==> src/rtl/bmp_binarize_engine.sv <==
// bmp_binarize_engine: walks every BGR pixel of a BMP held in dual-port RAM,
// computes luma, thresholds it and writes 0x00/0xFF back to all three bytes.
module bmp_binarize_engine #(
    parameter int ADDR_WIDTH = 20,
    parameter int BYTE_WIDTH = 8,
    parameter int HDR_SIZE   = 54,
    parameter int IMG_W      = 512,
    parameter int IMG_H      = 512
) (
    input  logic                  clk,
    input  logic                  rst_n,
    input  logic                  start,
    input  logic [7:0]            threshold,
    output logic                  busy,
    output logic                  done,
    output logic                  RAM_ren1,
    output logic                  RAM_wen1,
    output logic [ADDR_WIDTH-1:0] RAM_addr1,
    output logic [BYTE_WIDTH-1:0] RAM_in1,
    input  logic [BYTE_WIDTH-1:0] RAM_out1,
    output logic                  RAM_ren2,
    output logic                  RAM_wen2,
    output logic [ADDR_WIDTH-1:0] RAM_addr2,
    output logic [BYTE_WIDTH-1:0] RAM_in2
);
    localparam int ROW_BYTES = 3 * IMG_W;
    localparam int PAD       = (4 - ROW_BYTES % 4) % 4;
    localparam int CW        = IMG_W > 1 ? $clog2(IMG_W) : 1;
    localparam int RW        = IMG_H > 1 ? $clog2(IMG_H) : 1;

    typedef enum logic [3:0] {
        IDLE, RD_B, RD_G, RD_R, RD_W, CALC, WR_B, WR_G, WR_R, DONE
    } state_t;

    state_t state, state_nx;
    logic [ADDR_WIDTH-1:0] p;
    logic [CW-1:0] col;
    logic [RW-1:0] row;
    logic [7:0] thr, b, g, r;
    logic [BYTE_WIDTH-1:0] bin;
    logic [15:0] sum;
    logic last_col, last_row;

    // Weights add up to 256, so the 16-bit sum never overflows and y <= 255.
    assign sum = 16'd77 * 16'(r) + 16'd150 * 16'(g) + 16'd29 * 16'(b);
    assign last_col = col == CW'(IMG_W - 1);
    assign last_row = row == RW'(IMG_H - 1);

    always_comb begin
        state_nx = state;
        case (state)
            IDLE:    state_nx = start ? RD_B : IDLE;
            RD_B:    state_nx = RD_G;
            RD_G:    state_nx = RD_R;
            RD_R:    state_nx = RD_W;
            RD_W:    state_nx = CALC;
            CALC:    state_nx = WR_B;
            WR_B:    state_nx = WR_G;
            WR_G:    state_nx = WR_R;
            WR_R:    state_nx = (last_col && last_row) ? DONE : RD_B;
            default: state_nx = IDLE;
        endcase
    end

    always_comb begin
        busy      = state != IDLE;
        done      = state == DONE;
        RAM_ren1  = state inside {RD_B, RD_G, RD_R, RD_W};
        RAM_wen1  = 1'b0;
        RAM_in1   = '0;
        RAM_addr1 = state == RD_B ? p :
                    state == RD_G ? p + ADDR_WIDTH'(1) :
                    state inside {RD_R, RD_W} ? p + ADDR_WIDTH'(2) : '0;
        RAM_ren2  = 1'b0;
        RAM_wen2  = state inside {WR_B, WR_G, WR_R};
        RAM_in2   = RAM_wen2 ? bin : '0;
        RAM_addr2 = state == WR_B ? p :
                    state == WR_G ? p + ADDR_WIDTH'(1) :
                    state == WR_R ? p + ADDR_WIDTH'(2) : '0;
    end

    always_ff @(posedge clk or negedge rst_n) begin
        if (!rst_n) begin
            state <= IDLE;
            p     <= '0;
            col   <= '0;
            row   <= '0;
            thr   <= '0;
            b     <= '0;
            g     <= '0;
            r     <= '0;
            bin   <= '0;
        end else begin
            state <= state_nx;
            case (state)
                IDLE: if (start) begin
                    thr <= threshold;
                    p   <= ADDR_WIDTH'(HDR_SIZE);
                    col <= '0;
                    row <= '0;
                end
                RD_G: b <= RAM_out1[7:0];
                RD_R: g <= RAM_out1[7:0];
                RD_W: r <= RAM_out1[7:0];
                CALC: bin <= sum[15:8] >= thr ? '1 : '0;
                WR_R: if (!last_col) begin
                    p   <= p + ADDR_WIDTH'(3);
                    col <= col + CW'(1);
                end else if (!last_row) begin
                    p   <= p + ADDR_WIDTH'(3 + PAD);
                    col <= '0;
                    row <= row + RW'(1);
                end
                default: ;
            endcase
        end
    end
endmodule

==> config.mk <==
export PLATFORM = sky130hd
export DESIGN_NAME = bmp_binarize_engine
export DESIGN_NICKNAME = d
export VERILOG_FILES = /design/src/rtl/bmp_binarize_engine.sv
export SDC_FILE = /design/constraint.sdc
export NUM_CORES = 1
export LEC_CHECK = 0
export CAP_MARGIN = 25
export CORE_MARGIN = 2
export CORE_UTILIZATION = 52
export DETAILED_ROUTE_END_ITERATION = 6
export PLACE_DENSITY = 0.78
export SYNTH_ARGS = -nofsm -noshare
export SYNTH_HDL_FRONTEND = slang
export SYNTH_SLANG_ARGS = --single-unit
==> constraint.sdc <==
create_clock -name clk -period 12.3 [get_ports clk]
set_input_delay 2.46 -clock clk [delete_from_list [all_inputs] [get_ports clk]]
set_output_delay 2.46 -clock clk [all_outputs]
set_load 0.05 [all_outputs]
==> run summary, run 1 <==
Status = complete, no violations
CTS root buffer = clkbuf_16
CP required = 12540 ps
Antenna cell count = 0
Initial Util = 53.0%
Syn-to-layout area delta = 12.8%
Fin crit share = 57.1%
Fin. max-slew vios = 0
Fillers = 1380
HPWL Detailed = 14.8 mm
Crit Path Category = reg2reg
Register-to-Register Path Depth = 25
Synthesis Warnings = 0
DR vias = 6726
Power per cell area = 225 nW/um^2
Routed length per placed instance = 16.8 um
Io pins = 81
Gate Count Post-Synth = 938
Period minus WS final = 7020 ps
DRT Wirelength = 19.6 mm
Final Hold Vio Count = 0
Pin count of the biggest net entering global routing = 76
Setup Total Neg Slack = 0 ps
Commonest register cell after synthesis = dfrtp_1
Cell row count = 45
Final ANT Viol Nets = 0
Final Wtd Congestion = 0.920
Lkg Pwr = 4.24 nW
Worst path most repeated cell = fa_1
CTS tree = built
CTS clk-pin slew, worst paths = 60 ps
Number of global-route vias before repair = 6698
Slowest Stage Delay on Critical Path = 550 ps
First-pass GRT wire length = 33.1 mm
R2R Path End = bin[6]
Area occupied by multi-input gates = 5500 sq um
Critical path launch point type = register
CP max stage cell = fa_1
GRT Total Usage = 25.2%
Std-Cell Core Area = 15100 sq um
Crit path buf inv count = 4
H-Tree Depth = 3
Worst-path fanout max = 5
VDD IR max = 0.267 mV
Post-synth EDFFs = 0
Yosys cell types = 51
Layout Skew = 8.68 ps
Arrival time worst endpoint = 7260 ps
Slew at the pin with the worst max-slew slack = 999 ps
Number of synthesized register bits = 75
CP top delay family = adder cells
Die height = 128 um
Initial drt markers = 697
Cts bufs inserted = 9
Area contributors post-synth = dfrtp_1 23%, ha_1 16%, fa_1 14%
Reg2reg setup slack = 5280 ps
Worst-skew pair later-pin latency = 350 ps
Die area = 16500 sq um
Mean Syn Cell Area = 8.56 sq um
Commonest cells after routing, fill and taps aside = 107 x inv_1, 100 x ha_1, 95 x nand2_1
FMAX = 0.142 GHz
CP endpoint = bin[6]
Initial antenna violation count = 0
Post-route cell area = 9060 sq um
Port Buffers = 70
CP Depth = 25
Synth top area share = 23.4%
Final setup viols = 0
CTS sink count = 75
Total grt overflow = 0
Post-synth ARST share = 100%
Slew HR = 33.2%
Layout cells sized above 1 = 5.50%
Max cap viols = 0
Unrepaired setup endpoints after global routing = false
TritonRoute pass-1 iters = 5
Cts hold-fix bufs = 0
R2r startpoint = g[4]
Area leader, netlist = dfrtp_1
Nets = 1150
Setup Buffers After CTS = 0
Vias per inst = 5.75
Synth Cell Area = 8030 sq um
Max Root-Sink Buffers = 2
DRC = 0
CP Capture Type = register
Area after DPL = 8760 sq um
Commonest non-fill, non-tap cell in the layout = inv_1
Crit path launch = g[4]
Die X = 128 um
Resized cells post-CTS = 0
Seq/Total Area, Yosys = 23.4%
Hold WC Path Type = reg2reg
Seq. cell area = 1880 sq um
## cells by family (layout without fill, tap and decap cells)
group           count (synthesis)  after routing  synth area share (%)
fa+ha+maj                     155            155                  29.3
other cells                     1             10                0.0467
flops                          75             75                  23.4
buf+inv                       167            201                  8.68
simple gates                  285            285                  16.5
compound gates                186            186                  14.1
xor+xnor                       53             53                  5.78
mux                            16             16                  2.20
## cell usage after synthesis (17+ instances only)
cell type	number
xnor2_1	30
fa_1	55
o21ai_0	65
ha_1	100
inv_1	107
buf_4	17
xor2_1	23
nor2_1	80
nand3_1	23
nor3_1	19
dfrtp_1	75
clkbuf_1	35
nand2_1	95
a21oi_1	46
## registers in the layout, indices dropped and copies added (netlist names)
register  flops
r             8
state         4
bin           1
g             8
b             8
col           9
row           9
thr           8
p            20
## layout make-up
type	count	share of cell area, %
clock inverters	6	0.470
well taps	188	2.60
repair buffers	78	8.51
flip-flops and latches	75	20.7
multi-input cells	705	60.7
inverters	107	4.43
clock buffers	10	2.53
## tightest hold or removal path, cell delays in order, from the launching register on
cell	delay, ps
dfrtp_1	350
nand2_1	50
nand2_1	50
## worst min path at each step
stage / start / endpoint / cells past startpoint
finish: row[8] / row[8] / 2
global route: row[8] / row[8] / 2
CTS: row[8] / row[8] / 2
detailed placement: row[8] / row[8] / 2
global placement: row[8] / row[8] / 2
floorplan: row[8] / row[8] / 2
## report_power, final
part           internal, W  leakage (nW)  switching [W]
sequential        0.000260         0.908      0.0000401
clock             0.000137         0.128       0.000115
combinational     0.000687          3.20       0.000796
## routing by layer
| layer | vias up | global-route usage (%) | wire length [um] |
|---|---|---|---|
| met2 | 258 | 42.4 | 9450 |
| met4 | 0 | 8.02 | 387 |
| met5 | - | 0 | 0 |
| met1 | 3207 | 33.6 | 8570 |
| met3 | 40 | 3.88 | 1240 |
| li1 | 3221 | - | - |
## through the flow
| step | util [%] | hold slack (ps) | std cells | total power (W) | setup slack (ps) |
|---|---|---|---|---|---|
| finish | 59.8 | 482 | 1169 | 0.00203 | 5280 |
| global route | 59.8 | 509 | 1169 | 0.00226 | 4920 |
| CTS | 59.6 | 484 | 1167 | 0.00204 | 5240 |
| detailed placement | 57.8 | 469 | 1151 | 0.00178 | 5260 |
| global placement | 57.8 | 456 | 1151 | 0.00171 | 5390 |
| floorplan | - | 444 | 947 | 0.00148 | 5590 |
Note: power is estimated with default switching activity, not from simulation.
==> run 2: changes to the inputs <==
==> constraint.sdc (replaced) <==
create_clock -name clk -period 6.85 [get_ports clk]
set_input_delay 1.37 -clock clk [delete_from_list [all_inputs] [get_ports clk]]
set_output_delay 1.37 -clock clk [all_outputs]
set_load 0.05 [all_outputs]
==> run 2 against run 1 <==
Against the previous run: die area stayed put; non-clock buffer count up 6; hold slack better by 6.4 ps; combinational power up 96%; core utilization grew 1.4 points; largest power group unchanged; critical path depth grew 1; fmax up 5.6%.
==> run summary, run 2 (synthesis gave the netlist of run 1 again) <==
R2r startpoint = g[3] (was g[4])
First-pass GRT wire length = 32.1 mm (was 33.1 mm)
Met1 usage = 32.9% (was 33.6%)
DR vias = 6851 (was 6726)
Reg2reg setup slack = 200 ps (was 5280 ps)
Slowest Stage Delay on Critical Path = 530 ps (was 550 ps)
Layout Skew = 10.1 ps (was 8.68 ps)
Die height = 128 um (unchanged)
DRT Wirelength = 19.9 mm (was 19.6 mm)
CP Depth = 26 (was 25)
Final setup viols = 0 (unchanged)
CTS root buffer = clkbuf_16 (unchanged)
GRT Total Usage = 24.9% (was 25.2%)
Status = complete, no violations (unchanged)
Commonest non-fill, non-tap cell in the layout = inv_1 (unchanged)
Period minus WS final = 6650 ps (was 7020 ps)
Commonest cells after routing, fill and taps aside = 107 x inv_1, 95 x nand2_1, 93 x ha_1 (was 107 x inv_1, 100 x ha_1, 95 x nand2_1)
Final Hold Vio Count = 0 (unchanged)
Routed length per placed instance = 17.0 um (was 16.8 um)
CP max stage cell = fa_2 (was fa_1)
Std-Cell Core Area = 15100 sq um (unchanged)
CTS sink count = 75 (unchanged)
Non-Filler Instances = 1175 (was 1169)
Largest reg by FF count = p (unchanged)
Worst-path fanout max = 4 (was 5)
Initial antenna violation count = 0 (unchanged)
HPWL Detailed = 14.6 mm (was 14.8 mm)
Number of global-route vias before repair = 6584 (was 6698)
Max reg flops = 20 (unchanged)
Port Buffers = 70 (unchanged)
Fin. max-slew vios = 0 (unchanged)
Met3 Resource Use GR = 4.34% (was 3.88%)
Cts hold-fix bufs = 0 (unchanged)
CP endpoint = bin[6] (unchanged)
Layout cells sized above 1 = 8.00% (was 5.50%)
FMAX = 0.150 GHz (was 0.142 GHz)
Lkg Pwr = 4.29 nW (was 4.24 nW)
Crit path launch = g[3] (was g[4])
TritonRoute pass-1 iters = 5 (unchanged)
Syn-to-layout area delta = 15.4% (was 12.8%)
Crit Path Category = reg2reg (unchanged)
VDD IR max = 0.422 mV (was 0.267 mV)
Initial Util = 53.0% (unchanged)
DRC = 0 (unchanged)
CP Capture Type = register (unchanged)
Die X = 128 um (unchanged)
Final ANT Viol Nets = 0 (unchanged)
R2R Path End = bin[6] (unchanged)
Register-to-Register Path Depth = 26 (was 25)
Max cap viols = 0 (unchanged)
Arrival time worst endpoint = 6890 ps (was 7260 ps)
Critical path launch point type = register (unchanged)
CTS tree = built (unchanged)
Cell row count = 45 (unchanged)
Dpl cells = 1156 (was 1151)
CP required = 7090 ps (was 12540 ps)
Crit path buf inv count = 4 (unchanged)
H-Tree Depth = 3 (unchanged)
Die area = 16500 sq um (unchanged)
Pin count of the biggest net entering global routing = 76 (unchanged)
Fin crit share = 97.1% (was 57.1%)
Power per cell area = 426 nW/um^2 (was 225 nW/um^2)
Final Wtd Congestion = 0.922 (was 0.920)
GRT busiest layer = met2 (unchanged)
Max Root-Sink Buffers = 2 (unchanged)
Nets = 1156 (was 1150)
CP top delay family = adder cells (unchanged)
Worst-skew pair later-pin latency = 350 ps (about the same)
Slew at the pin with the worst max-slew slack = 1020 ps (was 999 ps)
Cts bufs inserted = 9 (unchanged)
Hold WC Path Type = reg2reg (unchanged)
GR Layer Usage met2 = 40.9% (was 42.4%)
Total grt overflow = 0 (unchanged)
Tot Pwr = 0.00395 W (was 0.00203 W)
Io pins = 81 (unchanged)
Slew HR = 31.9% (was 33.2%)
Biggest regs = p x20, col x9, row x9 (unchanged)
Antenna cell count = 0 (unchanged)
CTS clk-pin slew, worst paths = 70 ps (was 60 ps)
Initial drt markers = 630 (was 697)
Vias per inst = 5.83 (was 5.75)
==> run 2: cell types whose count changed in the layout (fill, tap and decap cells not counted), moves of 3 or more <==
cell,previous run,this run
a21oi_1,46,41
ha_4,0,5
inv_6,0,3
a21oi_2,0,5
ha_1,100,93
buf_4,8,14
==> run 2: layout make-up <==
class | instances | area (sq um)
Fill cell | 1297 | 5880
Timing Repair Buffer | 84 | 823
Inverter | 107 | 402
Tap cell | 188 | 235
Clock buffer | 9 | 225
Multi-Input combinational cell | 705 | 5620
Clock inverter | 7 | 82.6
Sequential cell | 75 | 1880
==> run 2: worst min-delay path by stage <==
stage | cells after the start | endpoint | from
4_1_cts | 2 | row[8] | row[8]
3_3_place_gp | 2 | row[8] | row[8]
6_report | 2 | row[8] | row[8]
2_1_floorplan | 2 | row[8] | row[8]
3_5_place_dp | 2 | row[8] | row[8]
5_1_grt | 2 | thr[0] | thr[0]
==> run 2: where the power goes <==
group / internal [W] / switching, W
Clock: 0.000289 / 0.000216
Combinational: 0.00138 / 0.00152
Sequential: 0.000467 / 0.0000720
==> run 2: metrics by stage <==
step | setup TNS (ps) | worst slack [ps] | cell area (sq um) | hold WS, ps | utilization, %
CTS | 0 | 2.81 | 9130 | 489 | 60.3
detailed placement | -106 | -106 | 8800 | 475 | 58.1
floorplan | 0 | 140 | 8070 | 444 | -
global placement | 0 | 21.8 | 8800 | 459 | 58.1
finish | 0 | 199 | 9270 | 488 | 61.2
global route | -54.3 | -54.3 | 9270 | 527 | 61.2
==> run 2: tightest hold or removal path, stage by stage, from the launching register on <==
cell,delay (ps)
dfrtp_1,350
nand2_1,50
nand2_1,50
==> run 2: metal layers <==
metal  part of all wire, %  routed length [um]
met1                    43                8540
met2                    48                9600
met3                   6.6                1310
met4                   2.4                 476
met5                     0                   0
==> run 2: what timing repair did <==
item / 4_1_cts / 5_1_grt
endpoints found under the setup margin: 1 / 1
setup buffers: 0 / 1
pin swaps: 2 / 10
resized for setup: 3 / 17
==> run 3: changes to the inputs <==
--- a/config.mk
+++ b/config.mk
@@ -5,11 +5,12 @@
 export SDC_FILE = /design/constraint.sdc
 export NUM_CORES = 1
 export LEC_CHECK = 0
+export ABC_AREA = 1
 export CAP_MARGIN = 25
-export CORE_MARGIN = 2
+export CORE_MARGIN = 4
 export CORE_UTILIZATION = 52
 export DETAILED_ROUTE_END_ITERATION = 6
-export PLACE_DENSITY = 0.78
+export PLACE_DENSITY = 0.77
 export SYNTH_ARGS = -nofsm -noshare
 export SYNTH_HDL_FRONTEND = slang
 export SYNTH_SLANG_ARGS = --single-unit
==> run 3 against run 2 <==
Against the previous run: highest routed layer unchanged; cell area up 9.2%; fmax up 2.8%; die area up 17%; register-to-register slack better by 180 ps; sequential share of layout area down 1.7 points.
==> run summary, run 3 <==
CP max stage cell = fa_1 (was fa_2)
Post-synth EDFFs = 0 (unchanged)
H-Tree Depth = 3 (unchanged)
Post-Synth Adder-Cell Area = 26.4% (was 29.3%)
Max Root-Sink Buffers = 2 (unchanged)
Area contributors post-synth = dfrtp_1 21%, ha_1 14%, nand2_1 14% (was dfrtp_1 23%, ha_1 16%, fa_1 14%)
Biggest regs = p x20, col x9, row x9 (unchanged)
Slew at the pin with the worst max-slew slack = 1090 ps (was 1020 ps)
CP Capture Type = register (unchanged)
Commonest register cell after synthesis = dfrtp_1 (unchanged)
Number of global-route vias before repair = 7856 (was 6584)
Final Wtd Congestion = 0.932 (was 0.922)
Nets = 1448 (was 1156)
Compound-Gate Fraction of Synth Area = 7.31% (was 14.1%)
Die area = 19300 sq um (was 16500 sq um)
Final setup viols = 0 (unchanged)
Most frequent cell after synthesis = nand2_1 (was inv_1)
Area after DPL = 9640 sq um (was 8800 sq um)
GRT Total Usage = 23.8% (was 24.9%)
Port Buffers = 70 (unchanged)
Hold Slack = 502 ps (was 488 ps)
CTS root buffer = clkbuf_16 (unchanged)
Synthesis Warnings = 0 (unchanged)
Final ANT Viol Nets = 0 (unchanged)
Seq/Total Area, Yosys = 21.0% (was 23.4%)
Number of synthesized register bits = 75 (unchanged)
Largest reg by FF count = p (unchanged)
Post-synth top cells = 323 x nand2_1, 204 x inv_1, 114 x nand3_1, 100 x ha_1, 75 x dfrtp_1 (was 107 x inv_1, 100 x ha_1, 95 x nand2_1, 80 x nor2_1, 75 x dfrtp_1)
DRC = 0 (unchanged)
Arrival time worst endpoint = 6730 ps (was 6890 ps)
Max reg flops = 20 (unchanged)
Period minus WS final = 6470 ps (was 6650 ps)
Power per cell area = 455 nW/um^2 (was 426 nW/um^2)
Post-synth ARST share = 100% (unchanged)
CTS sink count = 75 (unchanged)
Synth Cell Area = 8920 sq um (was 8030 sq um)
Hold WC Path Type = reg2reg (unchanged)
Synth Area in Simple Gates = 28.8% (was 16.5%)
Total grt overflow = 0 (unchanged)
Status = complete, no violations (unchanged)
Post-route cell area = 10100 sq um (was 9270 sq um)
Vias per inst = 5.30 (was 5.83)
Slew HR = 27.1% (was 31.9%)
Cts bufs inserted = 9 (unchanged)
Gate Count Post-Synth = 1229 (was 938)
First-pass GRT wire length = 38.0 mm (was 32.1 mm)
Critical path launch point type = register (unchanged)
CTS tree = built (unchanged)
Unrepaired setup endpoints after global routing = false
Layout Skew = 5.38 ps (was 10.1 ps)
Setup Total Neg Slack = 0 ps (unchanged)
Cts hold-fix bufs = 0 (unchanged)
Final Hold Vio Count = 0 (unchanged)
Area leader, netlist = dfrtp_1 (unchanged)
Max cap viols = 0 (unchanged)
Initial drt markers = 710 (was 630)
Initial Util = 53.4% (was 53.0%)
Fin crit share = 94.4% (was 97.1%)
Worst path most repeated cell = inv_1
VDD IR max = 0.670 mV (was 0.422 mV)
DR vias = 7952 (was 6851)
Routed length per placed instance = 15.0 um (was 17.0 um)
Fin. max-slew vios = 0 (unchanged)
Yosys cell types = 44 (was 51)
Synth Area in XOR/XNOR = 3.72% (was 5.78%)
Std-Cell Core Area = 16700 sq um (was 15100 sq um)
Die X = 139 um (was 128 um)
Layout cells sized above 1 = 6.88% (was 8.00%)
Synth top area share = 21.0% (was 23.4%)
Mean Syn Cell Area = 7.25 sq um (was 8.56 sq um)
Io pins = 81 (unchanged)
Worst-skew pair later-pin latency = 350 ps (about the same)
CP required = 7110 ps (was 7090 ps)
Worst-path fanout max = 5 (was 4)
Commonest cells after routing, fill and taps aside = 320 x nand2_1, 204 x inv_1, 114 x nand3_1 (was 107 x inv_1, 95 x nand2_1, 93 x ha_1)
DRT Wirelength = 22.5 mm (was 19.9 mm)
Commonest non-fill, non-tap cell in the layout = nand2_1 (was inv_1)
CTS clk-pin slew, worst paths = 60 ps (was 70 ps)
Antenna cell count = 0 (unchanged)
FMAX = 0.155 GHz (was 0.150 GHz)
Cell row count = 47 (was 45)
Die height = 139 um (was 128 um)
Lkg Pwr = 5.14 nW (was 4.29 nW)
Slowest Stage Delay on Critical Path = 540 ps (was 530 ps)
Initial antenna violation count = 0 (unchanged)
Mux contribution to synthesized area = 0% (was 2.20%)
Main combinational cell family by area after synthesis = simple AND/OR/NAND/NOR gates (was adder cells)
Crit Path Category = reg2reg (unchanged)
HPWL Detailed = 17.3 mm (was 14.6 mm)
Syn-to-layout area delta = 13.5% (was 15.4%)
TritonRoute pass-1 iters = 6 (was 5)
Pin count of the biggest net entering global routing = 63 (was 76)
Final Core Density = 60.6% (was 61.2%)
[run 3: worst paths after layout]
kind                       slack (ps)    from  endpoint  cells past startpoint
max                               380    g[4]    bin[6]                     32
min                               500  thr[0]    thr[0]                      2
max reg2reg                       380    g[4]    bin[6]                     32
min reg2reg                       500  thr[0]    thr[0]                      2
max in group asynchronous        4900   rst_n    row[0]                      2
min in group asynchronous         880   rst_n    thr[2]                      1
[run 3: layout make-up]
cell class	instances	area, sq um
Clock buffer	9	225
Clock inverter	7	124
Fill cell	1491	6580
Inverter	216	813
Multi-Input combinational cell	896	6060
Sequential cell	75	1880
Tap cell	220	275
Timing Repair Buffer	76	743
[run 3: worst max-delay path: cells and delay by family, from the launching register on]
family	cells	cell delay, ps
adders and majority gates	11	4090
xor gates and xnor gates	2	300
DFF	1	380
AOI/OAI and AO/OA	3	400
buffers and inverters	7	420
and+or+nand+nor	9	770
[run 3: metrics by stage]
stage               total power, W  cells  setup slack (ps)
global route               0.00517   1499              18.7
floorplan                  0.00292   1238               412
detailed placement         0.00359   1482             -42.4
global placement           0.00349   1482               161
CTS                        0.00431   1499              43.1
finish                     0.00461   1499               382
[run 3: logic make-up (layout without fill, tap and decap cells)]
kind of cell,count (synthesis),count (layout)
and+or+nand+nor,575,575
buffers and inverters,267,308
adders and majority gates,155,155
AOI/OAI and AO/OA,119,119
DFF,75,75
xor gates and xnor gates,37,37
other,1,10
[run 3: report_power, final]
group	switching, W	leakage (nW)	internal (W)
clock	0.000208	0.167	0.000359
combinational	0.00211	4.11	0.00146
sequential	0.0000142	0.862	0.000453
[run 3: what timing repair did]
action	in CTS	in global routing
gates resized for setup	4	16
setup endpoints to repair	1	1
setup buffers	1	0
pin swaps	3	15
[run 3: layer usage]
layer | vias to the layer above | wire length, um | track usage, % | share of wire (%)
met3 | 32 | 1370 | 4.62 | 6.1
met4 | 0 | 395 | 6.39 | 1.8
met5 | - | 0 | 0 | 0
li1 | 3942 | - | - | -
met1 | 3720 | 10500 | 33.0 | 47
met2 | 258 | 10300 | 38.3 | 46
==> edit (config.mk and constraints of run 2) <==
Register the output `RAM_in2`, with the module's reset; this adds one clock of latency there. The other outputs are not delayed to match.
--- a/src/rtl/bmp_binarize_engine.sv
+++ b/src/rtl/bmp_binarize_engine.sv
@@ -33,2 +33,4 @@
     } state_t;
+
+    logic [BYTE_WIDTH-1:0] RAM_in2_d;
 
@@ -75,3 +77,3 @@
         RAM_wen2  = state inside {WR_B, WR_G, WR_R};
-        RAM_in2   = RAM_wen2 ? bin : '0;
+        RAM_in2_d = RAM_wen2 ? bin : '0;
         RAM_addr2 = state == WR_B ? p :
@@ -117,2 +119,10 @@
     end
+    always_ff @(posedge clk or negedge rst_n) begin
+        if (!rst_n) begin
+            RAM_in2 <= '0;
+        end else begin
+            RAM_in2 <= RAM_in2_d;
+        end
+    end
+
 endmodule
Function: changed (a bounded check fails within 10 cycles, from zero or initial values and one cycle with rst_n low).
==> edit against run 2 <==
Die area shrank 0.72%; global-route usage up 0.27 points; the run now ends with DRC left; sequential cell count grew 1; worst hold slack about the same; synthesized area down 0.73%; wire length decreased by 0.14%; highest routed layer unchanged; cell area up 0.66%; utilization increased by 0.63 points; worst setup slack gained 1.9 ps; critical endpoint unchanged; sequential share of layout area rose by 0.14 points.
Power is left out: the tool's default activity adds up to more than one toggle a clock period on the data nets, which glitch-free logic cannot reach.
==> edit: results (changes against run 2) <==
Placed design
  – Routability congestion estimate: 0.9419 (+2.2%)
  – Port Buffer Count: 70 (unchanged)
  – Hpwl dp: 14580 um (about the same)
  – Placed Instance Area: 8792 um^2 (about the same)

Cells and area
  – Nets: 1148 (-0.69%)
  – Share of layout cells above drive strength 1: 8.887% (+0.88 points)
  – Max reg flops: 20 (unchanged)
  – Largest regs: p (20), col (9), row (9)
  – Ant diodes: 0 (unchanged)
  – Filler Cells Inserted: 1278 (-1.5%)

Setup path
  – Reg-to-Reg Start: g[4]
  – WP data arrival: 6910 ps (+20 ps)
  – Worst reg-to-reg setup slack: between 200 and 250 ps
  – Max FO, Critical Path: 3 (-1)
  – Startpoint types: register
  – Worst path slowest cell: fa_1
  – Crit path largest cell delay: 540 ps

Logic synthesis
  – Commonest cells post-synth: 109 x inv_1, 100 x ha_1, 100 x nand2_1
  – Yosys warning total: 0 (unchanged)
  – Synth async-reset ratio: 100.0% (unchanged)
  – Post-synthesis sequential area ratio: 23.85% (+0.49 points)
  – Area contributors post-synth: dfrtp_1 24%, ha_1 16%, fa_1 14%
  – Primary FF master, synth: dfrtp_1
  – Cell variety after synth: 54 (+5.9%)

Detailed routing
  – Met1 WL: 8259 um (-3.3%)
  – Post-Route WL: 19910 um (-0.14%)
  – Met2 routed WL: 9918 um (+3.3%)
  – 1st-iter DRT viols: 410 (-35%)
  – Via-to-Cell Ratio: 5.743 (-1.5%)
  – Residual DRC: 4 (+4)
  – Max Used Layer: met4
  – DR WL met3: 1182 um (-10%)
  – First-pass iteration count of the detailed router: 7 (+2)

Clock network
  – Htree depth: 3 (unchanged)
  – Longest Clk Path Bufs: 2 (unchanged)
  – Clock-pin slew on the worst setup and hold paths: 70 ps (about the same)
  – CTS root buffer: clkbuf_16
  – Clock Latency Late Sink: 370 ps (+20 ps)

Global routing
  – Met3 Usage GRT: 4.674% (+0.33 points)
  – Met1 GRT Util: 31.98% (-0.94 points)
  – Initial antenna violation count: 0 (unchanged)
  – Total GRT Usage: 25.15% (+0.27 points)
  – Vias in the first global route: 6473 (-1.7%)
  – Routing usage on met2: 42.94% (+2.0 points)
  – Largest net degree at the start of global routing: 77 (+1.3%)
  – First-pass GRT wire length: 32420 um (+0.95%)

STA
  – Least-Margin Pin Slew: 1130 ps (+113.0 ps)
  – Max Clock Skew: 9.353 ps (-0.7779 ps)
  – Fin. max-slew vios: 0 (unchanged)

Outcome
  – Status: finished with violations
  – Violated checks: DRC

Run
  – MaxCap Viol Count: 0 (unchanged)

Worst hold path
  – Min-Delay Path Class: reg -> reg
  – Hold path startpoint: row[8]
## edit: cell families after synthesis
logic type               synth area share (%)
AO/OA/AOI/OAI                           14.75
adder cells (fa/ha/maj)                 29.50
buffers and inverters                   8.599
flip-flops                              23.85
multiplexers                            1.695
AND/OR/NAND/NOR                         16.40
other                                 0.04703
XOR/XNOR                                5.162
## edit: timing repair
item,4_1_cts,5_1_grt
pin swaps,5,28
hold buffers,0,0
endpoints found under the setup margin,1,1
setup buffers,0,3
gates resized for setup,12,19
## edit: path summary, 6_finish.rpt
| check | to | cells past startpoint |
|---|---|---|
| setup / recovery | bin[6] | 25 |
| hold / removal | row[8] | 2 |
| setup reg to reg | bin[6] | 25 |
| hold reg to reg | row[8] | 2 |
| max in group asynchronous | r[1] | 2 |
| min in group asynchronous | col[2] | 1 |
## edit: worst max-delay path: cells and delay by family (launching register included)
family / cells / cell delay, ps
adder cells (fa/ha/maj): 11 / 4210
AO/OA/AOI/OAI: 6 / 880
AND/OR/NAND/NOR: 3 / 600
flip-flops: 1 / 400
buffers and inverters: 4 / 240
XOR/XNOR: 1 / 200
## edit: area by class of cell
type	instances	area, um^2	area share [%]
multi-input cells	688	5615	60.20
flip-flops and latches	76	1902	20.39
repair buffers	90	872.1	9.349
inverters	109	409.1	4.386
well taps	188	235.2	2.522
clock buffers	11	232.7	2.495
clock inverters	5	61.31	0.6573
## edit: stage by stage
step | std cells | setup slack, ps | hold slack (ps) | TNS, ps
3_3_place_gp | 1147 | -45.58 | 457.8 | -45.58
6_report | 1167 | 201.0 | 488.1 | 0
5_1_grt | 1167 | -58.22 | 526.9 | -58.22
3_5_place_dp | 1147 | -145.3 | 467.7 | -145.3
2_1_floorplan | 925 | 90.05 | 443.7 | 0
4_1_cts | 1163 | 3.180 | 481.5 | 0
